`config.mk`:
```
export PLATFORM = sky130hd
export DESIGN_NAME = muldiv_ctrl
export DESIGN_NICKNAME = d
export VERILOG_FILES = /design/src/rtl/muldiv_pkg.sv /design/src/rtl/muldiv_div_special.sv /design/src/rtl/muldiv_ctrl.sv
export SDC_FILE = /design/constraint.sdc
export NUM_CORES = 1
export LEC_CHECK = 0
export CAP_MARGIN = 30
export CELL_PAD_IN_SITES_DETAIL_PLACEMENT = 0
export CELL_PAD_IN_SITES_GLOBAL_PLACEMENT = 1
export CORE_ASPECT_RATIO = 1.2
export CORE_UTILIZATION = 32
export CTS_BUF_LIST = sky130_fd_sc_hd__clkbuf_8 sky130_fd_sc_hd__clkbuf_16
export DETAILED_ROUTE_END_ITERATION = 10
export GPL_TIMING_DRIVEN = 0
export PLACE_DENSITY_LB_ADDON = 0.1
export SKIP_LAST_GASP = 1
export SYNTH_ARGS = -nofsm -noshare
export SYNTH_HDL_FRONTEND = slang
export SYNTH_SLANG_ARGS = --single-unit
```
`constraint.sdc`:
```
create_clock -name clk_i -period 7.7 [get_ports clk_i]
set_clock_uncertainty 0.2 [all_clocks]
set_input_delay 1.155 -clock clk_i [delete_from_list [all_inputs] [get_ports clk_i]]
set_output_delay 1.155 -clock clk_i [all_outputs]
set_load 0.05 [all_outputs]
```
`src/rtl/muldiv_pkg.sv`:
```
// Shared types and constants for the RV32M multiply/divide sequencer.
package muldiv_pkg;

    typedef enum logic [2:0] {
        F3_MUL    = 3'b000,
        F3_MULH   = 3'b001,
        F3_MULHSU = 3'b010,
        F3_MULHU  = 3'b011,
        F3_DIV    = 3'b100,
        F3_DIVU   = 3'b101,
        F3_REM    = 3'b110,
        F3_REMU   = 3'b111
    } funct3_e;

    typedef enum logic [1:0] {
        ST_IDLE    = 2'd0,
        ST_MUL_RUN = 2'd1,
        ST_DIV_RUN = 2'd2,
        ST_RESP    = 2'd3
    } state_e;

    localparam logic [31:0] INT_MIN  = 32'h8000_0000;
    localparam logic [31:0] ALL_ONES = 32'hFFFF_FFFF;

    // Multiplier mode bits are only meaningful for funct3[2]=0 and read 0 otherwise.
    function automatic logic [2:0] mul_mode(input logic [2:0] f3);
        logic sa, sb, up;
        sa = (f3 == F3_MUL) || (f3 == F3_MULH) || (f3 == F3_MULHSU);
        sb = (f3 == F3_MUL) || (f3 == F3_MULH);
        up = (f3 == F3_MULH) || (f3 == F3_MULHSU) || (f3 == F3_MULHU);
        return {sa, sb, up};
    endfunction

    function automatic logic [1:0] div_mode(input logic [2:0] f3);
        logic sg, rm;
        sg = (f3 == F3_DIV) || (f3 == F3_REM);
        rm = (f3 == F3_REM) || (f3 == F3_REMU);
        return {sg, rm};
    endfunction

endpackage

```
`src/rtl/muldiv_div_special.sv`:
```
// Detects RISC-V divide corner cases (x/0, INT_MIN/-1) and produces their architected result.
module muldiv_div_special
    import muldiv_pkg::*;
(
    input  logic [2:0]  funct3_i,
    input  logic [31:0] op_a_i,
    input  logic [31:0] op_b_i,
    output logic        is_special_o,
    output logic [31:0] special_result_o
);

    logic is_div;
    logic is_rem;
    logic is_signed;
    logic b_zero;
    logic overflow;

    assign is_div    = funct3_i[2];
    assign is_rem    = (funct3_i == F3_REM) || (funct3_i == F3_REMU);
    assign is_signed = (funct3_i == F3_DIV) || (funct3_i == F3_REM);
    assign b_zero    = (op_b_i == 32'd0);
    assign overflow  = is_signed && (op_a_i == INT_MIN) && (op_b_i == ALL_ONES);

    assign is_special_o = is_div && (b_zero || overflow);

    always_comb begin
        special_result_o = 32'd0;
        if (b_zero) begin
            special_result_o = is_rem ? op_a_i : ALL_ONES;
        end else if (overflow) begin
            special_result_o = is_rem ? 32'd0 : INT_MIN;
        end
    end

endmodule

```
`src/rtl/muldiv_ctrl.sv`:
```
// One-at-a-time RV32M sequencer: drives the multiplier or divider, resolves divide corner
// cases locally and aborts with an error if the selected unit never reports done.
module muldiv_ctrl
    import muldiv_pkg::*;
#(
    parameter int TAG_W       = 5,
    parameter int TIMEOUT_CYC = 64
) (
    input  logic             clk_i,
    input  logic             rst_i,
    input  logic             req_valid_i,
    output logic             req_ready_o,
    input  logic [2:0]       req_funct3_i,
    input  logic [31:0]      req_op_a_i,
    input  logic [31:0]      req_op_b_i,
    input  logic [TAG_W-1:0] req_tag_i,
    output logic             rsp_valid_o,
    input  logic             rsp_ready_i,
    output logic [31:0]      rsp_result_o,
    output logic [TAG_W-1:0] rsp_tag_o,
    output logic             rsp_err_o,
    output logic             mul_en_o,
    output logic             mul_signed_a_o,
    output logic             mul_signed_b_o,
    output logic             mul_upper_o,
    output logic [31:0]      mul_op_a_o,
    output logic [31:0]      mul_op_b_o,
    input  logic [31:0]      mul_result_i,
    input  logic             mul_done_i,
    output logic             div_en_o,
    output logic             div_signed_o,
    output logic             div_rem_o,
    output logic [31:0]      div_op_a_o,
    output logic [31:0]      div_op_b_o,
    input  logic [31:0]      div_result_i,
    input  logic             div_done_i
);

    localparam int CNT_W = $clog2(TIMEOUT_CYC + 1);

    state_e             state_q, state_d;
    logic [CNT_W-1:0]   cnt_q;
    logic [31:0]        op_a_q, op_b_q, result_q;
    logic [TAG_W-1:0]   tag_q;
    logic               err_q;
    logic [2:0]         mul_mode_q;
    logic [1:0]         div_mode_q;

    logic               accept;
    logic               timeout;
    logic               is_special;
    logic [31:0]        special_result;

    muldiv_div_special u_special (
        .funct3_i         (req_funct3_i),
        .op_a_i           (req_op_a_i),
        .op_b_i           (req_op_b_i),
        .is_special_o     (is_special),
        .special_result_o (special_result)
    );

    assign accept  = req_valid_i && (state_q == ST_IDLE);
    assign timeout = (cnt_q == CNT_W'(TIMEOUT_CYC - 1));

    always_ff @(posedge clk_i or posedge rst_i) begin
        if (rst_i) begin
            state_q <= ST_IDLE;
        end else begin
            state_q <= state_d;
        end
    end

    always_comb begin
        state_d = state_q;
        case (state_q)
            ST_IDLE: begin
                if (req_valid_i) begin
                    if (!req_funct3_i[2]) begin
                        state_d = ST_MUL_RUN;
                    end else if (is_special) begin
                        state_d = ST_RESP;
                    end else begin
                        state_d = ST_DIV_RUN;
                    end
                end
            end
            ST_MUL_RUN: if (mul_done_i || timeout) state_d = ST_RESP;
            ST_DIV_RUN: if (div_done_i || timeout) state_d = ST_RESP;
            ST_RESP:    if (rsp_ready_i) state_d = ST_IDLE;
            default:    state_d = ST_IDLE;
        endcase
    end

    // Handshake and enables decode from state only, so no input reaches them combinationally.
    always_comb begin
        req_ready_o = 1'b0;
        mul_en_o    = 1'b0;
        div_en_o    = 1'b0;
        rsp_valid_o = 1'b0;
        case (state_q)
            ST_IDLE:    req_ready_o = 1'b1;
            ST_MUL_RUN: mul_en_o    = 1'b1;
            ST_DIV_RUN: div_en_o    = 1'b1;
            ST_RESP:    rsp_valid_o = 1'b1;
            default:    req_ready_o = 1'b0;
        endcase
    end

    always_ff @(posedge clk_i or posedge rst_i) begin
        if (rst_i) begin
            cnt_q      <= '0;
            op_a_q     <= '0;
            op_b_q     <= '0;
            tag_q      <= '0;
            result_q   <= '0;
            err_q      <= 1'b0;
            mul_mode_q <= '0;
            div_mode_q <= '0;
        end else begin
            case (state_q)
                ST_IDLE: begin
                    if (accept) begin
                        cnt_q      <= '0;
                        op_a_q     <= req_op_a_i;
                        op_b_q     <= req_op_b_i;
                        tag_q      <= req_tag_i;
                        err_q      <= 1'b0;
                        mul_mode_q <= mul_mode(req_funct3_i);
                        div_mode_q <= div_mode(req_funct3_i);
                        if (is_special) result_q <= special_result;
                    end
                end
                ST_MUL_RUN, ST_DIV_RUN: begin
                    cnt_q <= cnt_q + CNT_W'(1);
                    if ((state_q == ST_MUL_RUN) ? mul_done_i : div_done_i) begin
                        result_q <= (state_q == ST_MUL_RUN) ? mul_result_i : div_result_i;
                        err_q    <= 1'b0;
                    end else if (timeout) begin
                        result_q <= '0;
                        err_q    <= 1'b1;
                    end
                end
                default: ;
            endcase
        end
    end

    assign mul_signed_a_o = mul_mode_q[2];
    assign mul_signed_b_o = mul_mode_q[1];
    assign mul_upper_o    = mul_mode_q[0];
    assign mul_op_a_o     = op_a_q;
    assign mul_op_b_o     = op_b_q;
    assign div_signed_o   = div_mode_q[1];
    assign div_rem_o      = div_mode_q[0];
    assign div_op_a_o     = op_a_q;
    assign div_op_b_o     = op_b_q;
    assign rsp_result_o   = result_q;
    assign rsp_tag_o      = tag_q;
    assign rsp_err_o      = err_q;

endmodule

```
**Word-level counts from Yosys, hierarchy flattened**

Cells that the tools add are included.

- Reduce and logical (&&, ||, !) cells: 23
- $add $sub $neg: 1
- Muxes and demuxes: 28
- Equal/unequal tests: 19

Operators with widths:

| cell | count |
|---|---|
| 32-bit two-way mux | 9 |
| 32-bit equality test (second input constant) | 2 |
| 32-bit case mux with 2 select lines | 1 |
| 32-bit zero test | 1 |
| 7-bit case mux with 2 select lines | 1 |
| 2-bit inequality test (second input constant) | 6 |
| 2-bit two-way mux | 5 |
| 3-bit equality test (second input constant) | 3 |
| 1-bit logical OR | 9 |
| 1-bit two-way mux | 9 |
| 2-bit case mux with 4 select lines | 1 |
| 4-bit AND reduction | 2 |
| 7-bit by 1-bit adder with 7-bit output (second input constant) | 1 |
| 7-bit by 6-bit equality test with 1-bit output (second input constant) | 1 |
| 7-bit two-way mux | 1 |
| 3-bit by 2-bit equality test with 1-bit output (second input constant) | 2 |
| 2-bit equality test (second input constant) | 2 |
| 1-bit logical AND | 4 |
| 2-bit AND reduction | 2 |
| 3-bit by 1-bit equality test with 1-bit output (second input constant) | 1 |
| 3-bit zero test | 1 |
| 3-bit inequality test (second input constant) | 1 |
| 3-bit AND reduction | 1 |
| 2-bit by 1-bit equality test with 1-bit output (second input constant) | 1 |
| other kinds (4) | 4 |

- Register bits after elaboration: 116
- Output and inout port bits: 175
- Bits of input ports: 142
- Word-level logic and storage cells: 80

**Logic depth before layout (Yosys ltp)**

Gate-level depths: netlist (run 1).

- Depth in word-level cells: 10
- Depth in mapped cells: 9
- Depth with buffers taken out: 7

**Hierarchy**

A second synthesis (run 1) with hierarchy kept.

- Cells, all modules: 556
- Area, all modules: 6204.7 µm²

Modules (own cells, without submodules):

| module | instances | sequential area each (µm²) | area an instance (µm²) | cells an instance |
|---|---|---|---|---|
| muldiv_ctrl | 1 | 2902.8 | 5640.4 | 478 |
| muldiv_div_special | 1 | 0.0 | 564.3 | 78 |

**Least setup slack after synthesis (run 1)**

No wires, ideal clock.

- Kind: input -> register
- From: input req_op_a_i[26]
- To: register result_q[19], in the netlist rsp_result_o[19]
- Stages: 7
- Slack: 4.118 ns
- Buffers on the path: 1
- Required time: 7.375 ns
- Arrival time: 3.257 ns
- Setup time: 0.125 ns
- Cell sequence: or4_1 or4_1 nor3_1 nand3_1 a31oi_4 buf_6 mux2_2

- Word-level cells in the longest chain between the ends: 8
- Elaborated cells between the ends (all ways): 12
- Those cells by class: eq/ne (2); mux (5); reduce/logical (5)

RTL lines:

| what | line | RTL |
|---|---|---|
| start: declaration | muldiv_ctrl.sv:14 | `input logic [31:0] req_op_a_i,` |
| 32-bit equality test (*) | muldiv_div_special.sv:22 | `assign overflow = is_signed && (op_a_i == INT_MIN) && (op_b_i == ALL_ONES);` |
| 1-bit logical AND (*) (2 in a row) | muldiv_div_special.sv:22 |  |
| 32-bit two-way mux | muldiv_div_special.sv:30 | `end else if (overflow) begin` |
| 32-bit two-way mux | muldiv_div_special.sv:28 | `if (b_zero) begin` |
| 32-bit two-way mux | muldiv_ctrl.sv:130 | `if (is_special) result_q <= special_result;` |
| 32-bit two-way mux | muldiv_ctrl.sv:122 | `if (accept) begin` |
| 32-bit case mux with 2 select lines | muldiv_ctrl.sv:120 | `case (state_q)` |
| end signal: assignment | muldiv_ctrl.sv:130 |  |
| end signal: assignment | muldiv_ctrl.sv:136 | `result_q <= (state_q == ST_MUL_RUN) ? mul_result_i : div_result_i;` |
| end: declaration | muldiv_ctrl.sv:43 | `logic [31:0] op_a_q, op_b_q, result_q;` |

Every way passes the cells marked *; elsewhere a longest branch is shown, timed or not. The select of a mux whose other input is x is not followed.
A chain may end at the register's enable or synchronous reset.

**Worst setup path in the final report (run 1)**

- From: input req_op_a_i[27]
- To: register result_q[20], in the netlist rsp_result_o[20]

The elaborated chain is that of the path after synthesis.

==> summary.txt, run 1 <==
Status
  • Run status: finished, final reports clean

Timing
  • Final min period: 4130 ps
  • Final setup violation count: 0
  • Max_slew headroom: 47.5%
  • Slew @ Worst Pin: 787 ps
  • Max-slew violations: 0
  • Fin crit share: 53.7%
  • Endpoints failing hold: 0
  • Final worst slack: 3570 ps
  • Max Clock Freq: 242 MHz
  • RSZ-0062 raised after global routing: no
  • Worst hold margin: 282 ps
  • Setup_tns: 0 ps

Power
  • Cell internal pwr: 2880 uW
  • Sequential share of power: 19.7%
  • Static leakage: approximately 0.0043 uW
  • Net load switching power: 2670 uW
  • Sw frac: a little under 50%
  • Pwr dens: 548 mW/mm^2
  • Combinational share of power: roughly 64%
  • Clock power share: 15.9%
  • Worst vdd ir: 0.000336 V

GRT
  • GRT overflow: 0
  • Initial antenna violation count: 0
  • Largest net degree at the start of global routing: 63
  • First-pass GRT wire length: about 32000 um
  • Total GRT Usage: 22.4%
  • Number of global-route vias before repair: 5707

Placed design
  • Hpwl dp: roughly 16000 um
  • Port Buffer Count: ~320
  • Gp weighted congestion: ~0.84
  • Post-Place Setup Slack: 3130 ps

Clock network
  • Clk sink count: ~120
  • TritonCTS clock tree: built
  • CTS hold repair buffers: 0
  • H-tree depth reported by CTS: 4
  • Clock latency on the worst-skew pair: 420 ps
  • Clk Tree Root Cell: clkbuf_16
  • Clock Tree Buf Depth: 2
  • Resize count post-CTS: 0
  • Clock Pin Slew Worst Setup and Hold Paths: 50 ps
  • Total CTS buffers: 17
  • Setup bufs post-CTS: 0

Die
  • Full die area: 0.0193 sq mm
  • Width of the die: between 100 and 150 um
  • Starting Density: about a third
  • Core Rows: 54
  • Ports: roughly 320
  • Area of the core: 0.0182 sq mm
  • Die height: 152 um

Hold path
  • Hold Path End: mul_mode_q[0]
  • Hold crit path type: flop to flop
  • Hold Path Depth: 2
  • Worst Min Path Start: mul_mode_q[0]

Logic synthesis
  • Average size of a mapped cell: 11.6 sq um
  • Yosys Warn Count: 0
  • Synth cell count leaders: 116 x dfrtp_1, 100 x mux2_2, 64 x buf_4
  • Count leader, synth: dfrtp_1
  • Synth top area share: 48.4%
  • Dominant cell type by area after synthesis: dfrtp_1
  • Seq/Total Area, Yosys: 48.4%
  • Post-synth ARST share: 100%
  • Ys flop type: dfrtp_1
  • Synth Register Bits: 116
  • Syn nets: roughly 660
  • Unique masters post-synth: 40
  • Gate Count Post-Synth: ~520
  • Post-synth EDFFs: 0
  • Mapped cell area: 0.00600 sq mm
  • Area contributors post-synth: dfrtp_1 48%, mux2_2 19%, buf_4 8.0%, mux2i_1 5.7%, o22ai_1 3.3%

Worst setup path
  • Critical setup path kind: primary input to flop
  • Crit start category: primary input
  • Critical Path RT: 7790 ps
  • Most frequent cell on the critical path: or4_1
  • CP max-delay cell: or4_1
  • Crit Reg-Reg Endpoint: rsp_result_o[6]
  • R2R depth: 8
  • Crit-path cells: clkdlybuf4s50_1, or4_1, or4_1, nor3_1, nand3_1, a31oi_4, buf_6, mux2_2
  • Data arrival, critical path: 4230 ps
  • Critical Path Sink Type: flop
  • CP max stage delay: between 500 and 600 ps
  • CP max FO: 10
  • R2R Path Start: state_q[1]
  • Reg2Reg Setup Slack: 4530 ps

Cells and area
  • Register area: 0.00290 sq mm
  • Share of cells above drive strength 1: 23.4%
  • Ant. Diodes: 0
  • Area delta synth->final: 68.8%
  • Nets@finish: 999
  • Multi-input combinational cell area: 0.00246 sq mm
  • # fillers: 1681

Route
  • Iter 0 DRT Violations: 190
  • Vias per cell: 4.87
  • Vias: 5300
  • Routed WL: 20800 um
  • DRC viols: 0
  • 1st-pass router iterations: 8
  • Post-route ant nets: 0
  • DR WL/cell: 19.1 um

Job
  • Max Cap Viol: 0
[worst max-delay path, delay by kind of cell]
kind                   cells  cell delay, ps
AND/OR/NAND/NOR            4            1640
multiplexers               1             350
AO/OA/AOI/OAI              1             390
buffers and inverters      2             670
[placed cells by master, fill, tap and decap left out, types with 3 or more instances in the layout]
cell,instances
a22o_1,4
buf_1,7
buf_4,64
buf_6,3
bufinv_16,5
clkbuf_1,18
clkbuf_16,17
clkbuf_8,4
clkdlybuf4s50_1,315
dfrtp_1,116
ha_1,5
inv_1,9
mux2_2,100
mux2i_1,34
nand2_1,16
nand2b_1,5
nand3_1,4
nand4_1,11
nor2_1,38
nor4_1,15
o21ai_0,9
o22ai_1,32
[layer usage]
metal | part of all wire (%) | vias to the layer above | wire [um] | track usage [%]
met2 | 54 | 205 | 11200 | 40.3
li1 | - | 2472 | - | -
met5 | 0 | - | 0 | 0
met1 | 39 | 2603 | 8130 | 25.7
met4 | 1.4 | 0 | 290 | 7.60
met3 | 5.8 | 20 | 1210 | 5.35
[power groups by stage]
| stage | clock network, uW | registers, uW | logic (uW) |
|---|---|---|---|
| 3_3_place_gp | 0 | 1090 | 3560 |
| 5_1_grt | 928 | 1130 | 3730 |
| 3_5_place_dp | 0 | 1110 | 3590 |
| 2_1_floorplan | 0 | 1860 | 1670 |
| 4_1_cts | 899 | 1100 | 3600 |
| 6_report | 881 | 1090 | 3580 |
[logic make-up after synthesis]
group | after synthesis | synth area share (%)
muxes | 135 | 24.6
DFF | 116 | 48.4
and+or+nand+nor | 102 | 8.51
buffers and inverters | 99 | 10.6
AOI/OAI and AO/OA | 59 | 6.66
adders and majority gates | 5 | 1.04
xor gates and xnor gates | 1 | 0.146
[state kept, by name, summed over array words and instances (netlist names)]
name          flops
div_op_b_o       32
rsp_err_o         1
div_op_a_o       32
rsp_tag_o         5
div_mode_q        2
mul_mode_q        3
rsp_result_o     32
state_q           2
cnt_q             7
[area by class of cell]
cell class | count | area share [%]
Clock inverter | 11 | 1.79
Timing Repair Buffer | 316 | 31.4
Clock buffer | 21 | 4.75
Sequential cell | 116 | 28.7
Multi-Input combinational cell | 302 | 24.3
Tap cell | 224 | 2.77
Buffer | 92 | 6.01
Inverter | 7 | 0.309
[through the flow]
stage          area [sq um]  utilization [%]  std cells  total power (uW)
4_1_cts               10100             55.5       1089              5600
2_1_floorplan          6000                -        517              3520
3_3_place_gp           9430             51.7       1056              4650
3_5_place_dp           9460             51.9       1057              4700
5_1_grt               10100             55.5       1089              5790
6_report              10100             55.5       1089              5550
[how the worst max path moves through the flow]
stage | from | end
4_1_cts | req_op_a_i[27] | rsp_result_o[3]
2_1_floorplan | rst_i | cnt_q[0]
5_1_grt | req_op_a_i[27] | rsp_result_o[23]
3_3_place_gp | rst_i | mul_mode_q[1]
3_5_place_dp | req_op_a_i[27] | rsp_result_o[3]
6_report | req_op_a_i[27] | rsp_result_o[20]
No activity file was read; power rests on OpenSTA's default activity.
==> run 2: changes to the inputs <==
--- a/config.mk
+++ b/config.mk
@@ -9,7 +9,7 @@
 export CELL_PAD_IN_SITES_DETAIL_PLACEMENT = 0
 export CELL_PAD_IN_SITES_GLOBAL_PLACEMENT = 1
 export CORE_ASPECT_RATIO = 1.2
-export CORE_UTILIZATION = 32
+export CORE_UTILIZATION = 30
 export CTS_BUF_LIST = sky130_fd_sc_hd__clkbuf_8 sky130_fd_sc_hd__clkbuf_16
 export DETAILED_ROUTE_END_ITERATION = 10
 export GPL_TIMING_DRIVEN = 0
==> constraint.sdc (replaced) <==
create_clock -name clk_i -period 4.2 [get_ports clk_i]
set_clock_uncertainty 0.2 [all_clocks]
set_input_delay 0.63 -clock clk_i [delete_from_list [all_inputs] [get_ports clk_i]]
set_output_delay 0.63 -clock clk_i [all_outputs]
set_load 0.05 [all_outputs]
==> run 2 against run 1 <==
  * First-iteration DRC count decreased by 25%
  * Worst setup slack worse by 2900 ps
  * Final area increased by 0.16%
  * Register-to-register slack lost 3400 ps
  * Combinational power is 83% higher
  * Sequential cell count is the same
  * Final cell count increased by 3.4%
  * Worst hold slack improved by 3.8 ps
  * Critical path depth is the same
==> summary.txt, run 2 (same netlist as run 1, synthesis figures left out) <==
Power
  • Pwr dens: 995 mW/mm^2 (+81%)
  • Tot Pwr: 10100 uW (+82%)
  • Static leakage: 0.00424 uW (-0.59%)
  • Worst vdd ir: 0.000566 V (+69%)

Route
  • Routed WL: 20500 um (-1.9%)
  • DRC viols: 0 (unchanged)
  • DR WL/cell: 18.2 um (-5.1%)
  • Vias per cell: 4.60 (-5.4%)
  • Post-route ant nets: 0 (unchanged)
  • Vias: 5182 (-2.2%)
  • 1st-pass router iterations: 4 (-4)
  • Iter 0 DRT Violations: 143 (-25%)

Die
  • Width of the die: 131 um (+3.2%)
  • Area of the core: 0.0195 sq mm (+7.2%)
  • Starting Density: 30.7% (-2.2 points)
  • Ports: 317 (unchanged)
  • Die height: 157 um (+3.2%)
  • Core Rows: 56 (+3.7%)
  • Full die area: 0.0206 sq mm (+6.6%)

Timing
  • Max Clock Freq: 280 MHz
  • Fin crit share: 85.1%
  • Slew @ Worst Pin: 777 ps (-9.98 ps)
  • Final min period: 3570 ps
  • Max-slew violations: 0 (unchanged)
  • Final worst slack: 626 ps (-2940 ps)
  • Endpoints failing hold: 0 (unchanged)
  • Max_slew headroom: 48.2% (+0.67 points)
  • Final setup violation count: 0 (unchanged)
  • RSZ-0062 raised after global routing: no

GRT
  • Total GRT Usage: 20.3% (-2.0 points)
  • Number of global-route vias before repair: 5391 (-5.5%)
  • First-pass GRT wire length: 30400 um (-6.0%)
  • Initial antenna violation count: 0 (unchanged)
  • GRT overflow: 0 (unchanged)
  • Largest net degree at the start of global routing: 64 (+1.6%)

Worst setup path
  • Crit start category: primary input
  • Critical Path Sink Type: flop
  • Critical Path RT: 4300 ps (-3490 ps)
  • CP max FO: 10 (unchanged)
  • R2R depth: 8 (unchanged)
  • Critical setup path kind: primary input to flop
  • Reg2Reg Setup Slack: 1160 ps (-3370 ps)
  • Data arrival, critical path: 3670 ps (-560 ps)
  • R2R Path Start: state_q[1]
  • Crit Reg-Reg Endpoint: rsp_result_o[23]

Cells and area
  • Post-layout util: 51.9% (-3.6 points)
  • Share of cells above drive strength 1: 23.7% (+0.35 points)
  • Commonest non-fill, non-tap cells in the layout: 315 x clkdlybuf4s50_1, 116 x dfrtp_1, 100 x mux2_2, 64 x buf_4, 38 x nor2_1
  • Ant. Diodes: 0 (unchanged)
  • Nets@finish: 999 (unchanged)
  • Most common cell after layout, fill and taps aside: clkdlybuf4s50_1
  • Area delta synth->final: 69.1%

Hold path
  • Hold crit path type: flop to flop
  • Hold Path End: mul_mode_q[2]
  • Worst Min Path Start: mul_mode_q[2]
  • Hold Path Depth: 1 (-1)

Clock network
  • Clk sink count: 116 (unchanged)
  • Clock latency on the worst-skew pair: 410 ps (about the same)
  • Clk Tree Root Cell: clkbuf_16
  • Clock Pin Slew Worst Setup and Hold Paths: 60 ps (about the same)
  • H-tree depth reported by CTS: 4 (unchanged)
  • CTS hold repair buffers: 0 (unchanged)
  • Resize count post-CTS: 0 (unchanged)
  • Clock Tree Buf Depth: 2 (unchanged)
  • Total CTS buffers: 17 (unchanged)
  • Setup bufs post-CTS: 0 (unchanged)
  • TritonCTS clock tree: built

Placed design
  • Hpwl dp: 16400 um (-0.21%)
  • Post-Place Setup Slack: 77.1 ps (-3050 ps)
  • Port Buffer Count: 315 (unchanged)
  • Gp weighted congestion: 0.799 (-5.2%)

Job
  • Max Cap Viol: 0 (unchanged)

Status
  • Run status: finished, final reports clean
run 2: cell count changes in the layout (fill, tap and decap cells not counted), sizes merged:
cell    delta
bufinv     -1
clkinv     +6
inv        -1
clkbuf     -4
run 2: through the flow:
stage	cells	area, sq um	TNS (ps)	hold WS, ps
after floorplan	517	6000	0	284
after global placement	1093	9480	-175070	268
after detailed placement	1094	9510	0	279
after CTS	1126	10100	0	292
after global routing	1126	10100	0	301
final	1126	10100	0	285
run 2: power by group:
part / switching, uW / total [uW] / internal [uW]
Clock: 556 / 1550 / 997
Combinational: 3970 / 6540 / 2570
Sequential: 396 / 1990 / 1600
run 2: worst max-delay path by stage:
stage	to	start	slack (ps)	cells after the start
2_1_floorplan	cnt_q[0]	rst_i	300	1
3_5_place_dp	rsp_result_o[16]	req_op_a_i[26]	80	8
3_3_place_gp	rsp_result_o[3]	rst_i	-1520	2
6_report	rsp_result_o[16]	req_op_a_i[26]	630	8
5_1_grt	rsp_result_o[8]	req_op_a_i[26]	500	8
4_1_cts	rsp_result_o[16]	req_op_a_i[26]	540	8
run 2: area by class of cell:
class                      count  area, sq um
inverter                       7         31.3
fill                        1747         9410
clock buffer                  17          425
multi-input combinational    302         2460
timing repair buffer         316         3180
buffer                        92          608
clock inverter                15          206
tap                          261          327
sequential                   116         2900
run 2: worst max-delay path, stage by stage:
cell and delay, ps:
clkdlybuf4s50_1 460, or4_1 560, or4_1 550, nor3_1 280
nand3_1 230, a31oi_4 400, buf_6 210, mux2_2 350
run 2: per-layer routing:
metal  wire length (um)  up-vias  track usage (%)
li1                   -     2477                -
met4                229        0             6.68
met3               1190       14             4.55
met1               8310     2506             24.0
met2              10700      185             35.9
met5                  0        -                0
==> patch 1, RTL diff (flow settings as in run 1) <==
Set the parameter `TIMEOUT_CYC` to 128 (it was 64).
--- a/src/rtl/muldiv_ctrl.sv
+++ b/src/rtl/muldiv_ctrl.sv
@@ -4,7 +4,7 @@
     import muldiv_pkg::*;
 #(
     parameter int TAG_W       = 5,
-    parameter int TIMEOUT_CYC = 64
+    parameter int TIMEOUT_CYC = 128
 ) (
     input  logic             clk_i,
     input  logic             rst_i,
Check against the original RTL: no difference found for any inputs over 4 cycles, from zero or initial values and one cycle with rst_i high; that may be too few to reach the edited logic, so the function may still have changed.
==> patch 1 against run 1 <==
Clock power fell by 0.8%; synthesized area rose by 2.1%; setup slack improved by 0.41 ns; final area rose by 1.6%; cell count rose by 3.2%; sequential share of layout area fell by 0.22 points; routed wire length rose by 3.3%; power fell by 0.13%; count of clock-buffer cells in the layout fell by 3; core utilization fell by 0.73 points; sequential power barely moved; sequential cell count rose by 1; largest cell class unchanged; highest routed layer unchanged.
==> patch 1: results (changes against run 1) <==
| Metric | Value |
|---|---|
| Status | finished clean (unchanged) |
| Num Clock Sinks | 117 (was 116) |
| Multi-input combinational area share | 25.0% (was 24.3%) |
| Routed len/inst | 19.2 um (was 19.1 um) |
| Clock transition at path regs | 0.06 ns |
| Switch Pwr | 2.68 mW (was 2.67 mW) |
| IO Port Bufs | 316 (was 315) |
| Crit path launch | req_op_a_i[1] (was req_op_a_i[27]) |
| Met1 global-route usage | 24.9% (was 25.7%) |
| Top post-synthesis cells by area | dfrtp_1 48%, mux2_2 13%, buf_4 7.8% (was dfrtp_1 48%, mux2_2 19%, buf_4 8.0%) |
| Maximum vdd drop | 0.345 mV (was 0.336 mV) |
| Arrival @ worst endpoint | 3.82 ns (was 4.23 ns) |
| Post-synth cell types | 36 (was 40) |
| Nonclk inv count | 6 (was 7) |
| Non-clock buffers | 407 (was 408) |
| RePlAce Congestion | 0.808 (was 0.843) |
| Syn Nets | 665 (was 664) |
| Seq/Total Area, Yosys | 47.8% (was 48.4%) |
| M1 wire length | 8280 um (was 8130 um) |
| DRT Wirelength | 21,500 um (was 20,800 um) |
| Final nets | 1,001 (was 999) |
| WL met2 | 11,200 um (about the same) |
| GR Util met3 | 6.30% (was 5.35%) |
| Vias in the first global route | 5,688 (was 5,707) |
| Synth Instances | 518 (was 517) |
| Combinational share of power | 64.6% (was 64.4%) |
| Reg2reg end | rsp_result_o[26] (was rsp_result_o[6]) |
| N_diodes | 1 (was 0) |
| Drt via density | 4.72 (was 4.87) |
| Placed cells | 1,091 (was 1,057) |
| Final Cycle Share | 48.4% (was 53.7%) |
| Clkbuf count | 18 (was 21) |
| Fillers | 1,637 (was 1,681) |
| Reg2reg setup slack | 4.77 ns (was 4.53 ns) |
| Async S/R FF share, synth | 100% (unchanged) |
| Reg area | 2930 sq um (was 2900 sq um) |
| Layout cells sized above 1 | 23.3% (was 23.4%) |
| Pre-CTS WS | 3.53 ns (was 3.13 ns) |
| Slew headroom | 46.0% (was 47.5%) |
| Buffering overhead | 36.8% (was 37.4%) |
| Met2 usage | 39.6% (was 40.3%) |
| Comb_multi_in | 305 (was 302) |
| Starting DRC count in detailed routing | 203 (was 190) |
| Static leakage | 4.39 nW (was 4.26 nW) |
| Worst R2R Start | state_q[1] (unchanged) |
patch 1: kinds of logic (layout without fill, tap and decap cells):
group                    count (synthesis)  after routing  share of synthesized area [%]
multiplexers                           136            136                           26.1
AO/OA/AOI/OAI                           61             61                           6.36
AND/OR/NAND/NOR                        102            102                           8.42
flip-flops                             117            117                           47.8
adder cells (fa/ha/maj)                  5              5                           1.02
other                                    0              1                              0
XOR/XNOR                                 1              1                          0.143
buffers and inverters                   96            445                           10.2
patch 1: stage by stage:
| stage | total power, mW | area [sq um] | util [%] | hold WS, ns |
|---|---|---|---|---|
| 6_report | 5.54 | 10300 | 54.8 | 0.287 |
| 5_1_grt | 5.76 | 10300 | 54.8 | 0.306 |
| 4_1_cts | 5.59 | 10300 | 54.8 | 0.290 |
| 3_5_place_dp | 4.69 | 9640 | 51.3 | 0.275 |
| 3_3_place_gp | 4.65 | 9610 | 51.1 | 0.265 |
| 2_1_floorplan | 3.53 | 6120 | - | 0.283 |
==> patch 2, RTL diff (settings of run 1) <==
Made on the original files. The 4 states of `state_e` get a one-hot encoding in 4 bits.
--- a/src/rtl/muldiv_pkg.sv
+++ b/src/rtl/muldiv_pkg.sv
@@ -12,11 +12,11 @@
         F3_REMU   = 3'b111
     } funct3_e;
 
-    typedef enum logic [1:0] {
-        ST_IDLE    = 2'd0,
-        ST_MUL_RUN = 2'd1,
-        ST_DIV_RUN = 2'd2,
-        ST_RESP    = 2'd3
+    typedef enum logic [3:0] {
+        ST_IDLE    = 4'b0001,
+        ST_MUL_RUN = 4'b0010,
+        ST_DIV_RUN = 4'b0100,
+        ST_RESP    = 4'b1000
     } state_e;
 
     localparam logic [31:0] INT_MIN  = 32'h8000_0000;
Behaviour: no difference found for any inputs over 4 cycles, from zero or initial values and one cycle with rst_i high; so few cycles prove little.
==> patch 2 against run 1 <==
Fmax fell by 2.9%; first-iteration DRC count up 19%; synthesized area up 2.8%; combinational power is 7.8% lower; count of clock-buffer cells in the layout decreased by 1; via count increased by 9.2%; sequential cell count grew 2; final area rose by 1.9%; setup slack got worse by 0.12 ns; routed wire length increased by 3.1%; power fell by 5.4%; critical endpoint is now mul_en_o.
==> patch 2: results (changes against run 1) <==
| Metric | Value |
|---|---|
| Status | finished clean (unchanged) |
| Top post-synthesis cells by area | dfrtp_1 48%, nand2_1 14%, buf_4 7.9% (was dfrtp_1 48%, mux2_2 19%, buf_4 8.0%) |
| Syn Nets | 806 (was 664) |
| Layout cells sized above 1 | 13.1% (was 23.4%) |
| WL met2 | 10,700 um (was 11,200 um) |
| RePlAce Congestion | 0.756 (was 0.843) |
| Maximum vdd drop | 0.260 mV (was 0.336 mV) |
| Hold_sp | rsp_tag_o[0] (was mul_mode_q[0]) |
| M1 wire length | 8720 um (was 8130 um) |
| CP max-delay cell | clkdlybuf4s50_1 (was or4_1) |
| Reg2Reg Depth | 9 (was 8) |
| Met1 global-route usage | 26.4% (was 25.7%) |
| Pre-CTS WS | 3.70 ns (was 3.13 ns) |
| Final nets | 1,141 (was 999) |
| TritonRoute pass-1 iters | 4 (was 8) |
| Half-perimeter wire length after placement | 16,700 um (was 16,500 um) |
| Seq/Total Area, Yosys | 47.9% (was 48.4%) |
| Hold endpoint | rsp_tag_o[0] (was mul_mode_q[0]) |
| Reg2reg setup slack | 4.85 ns (was 4.53 ns) |
| Met2 usage | 38.4% (was 40.3%) |
| GR Util met3 | 6.40% (was 5.35%) |
| DRT Wirelength | 21,500 um (was 20,800 um) |
| Largest net degree at the start of global routing | 74 (was 63) |
| First-pass GRT wire length | 33,200 um (was 32,400 um) |
| Arrival @ worst endpoint | 2.90 ns (was 4.23 ns) |
| Vias in the first global route | 5,960 (was 5,707) |
| Worst R2R Start | state_q[0] (was state_q[1]) |
## patch 2: power breakdown
part           leakage (nW)  switching, mW  internal (mW)
registers              1.53          0.204          0.870
clock network         0.327          0.281          0.594
logic                  3.05           2.10           1.20
total                  4.90           2.58           2.67
## patch 2: through the flow
step	util [%]	instance area [sq um]	power, mW	std cells	hold slack [ns]
2_1_floorplan	-	6160	3.31	663	0.253
3_3_place_gp	51.1	9640	4.38	1234	0.258
3_5_place_dp	51.3	9670	4.41	1235	0.266
4_1_cts	54.7	10300	5.30	1266	0.279
5_1_grt	54.7	10300	5.51	1266	0.297
6_report	54.7	10300	5.25	1266	0.272
## patch 2: worst max path at each step
stage / from / endpoint / slack [ns] / depth (start not counted)
6_report: state_q[1] / mul_en_o / 3.44 / 5
5_1_grt: state_q[3] / mul_en_o / 3.28 / 5
4_1_cts: state_q[1] / mul_en_o / 3.41 / 5
3_5_place_dp: req_op_a_i[20] / rsp_result_o[6] / 3.70 / 9
3_3_place_gp: rst_i / rsp_result_o[16] / 1.20 / 2
2_1_floorplan: rst_i / cnt_q[0] / 3.22 / 1
## patch 2: cell type report
| type | count | area, sq um |
|---|---|---|
| inverter | 3 | 16.3 |
| clock buffer | 20 | 467 |
| tap | 256 | 320 |
| clock inverter | 11 | 179 |
| multi-input combinational | 444 | 2530 |
| sequential | 118 | 2950 |
| buffer | 98 | 664 |
| fill | 1808 | 8540 |
| timing repair buffer | 316 | 3180 |
## patch 2: kinds of logic after synthesis
group	Yosys count	synth area share, %
AO/OA/AOI/OAI	57	6.01
XOR/XNOR	2	0.284
adder cells (fa/ha/maj)	1	0.203
buffers and inverters	101	11.0
flip-flops	118	47.9
multiplexers	64	12.3
AND/OR/NAND/NOR	320	22.3
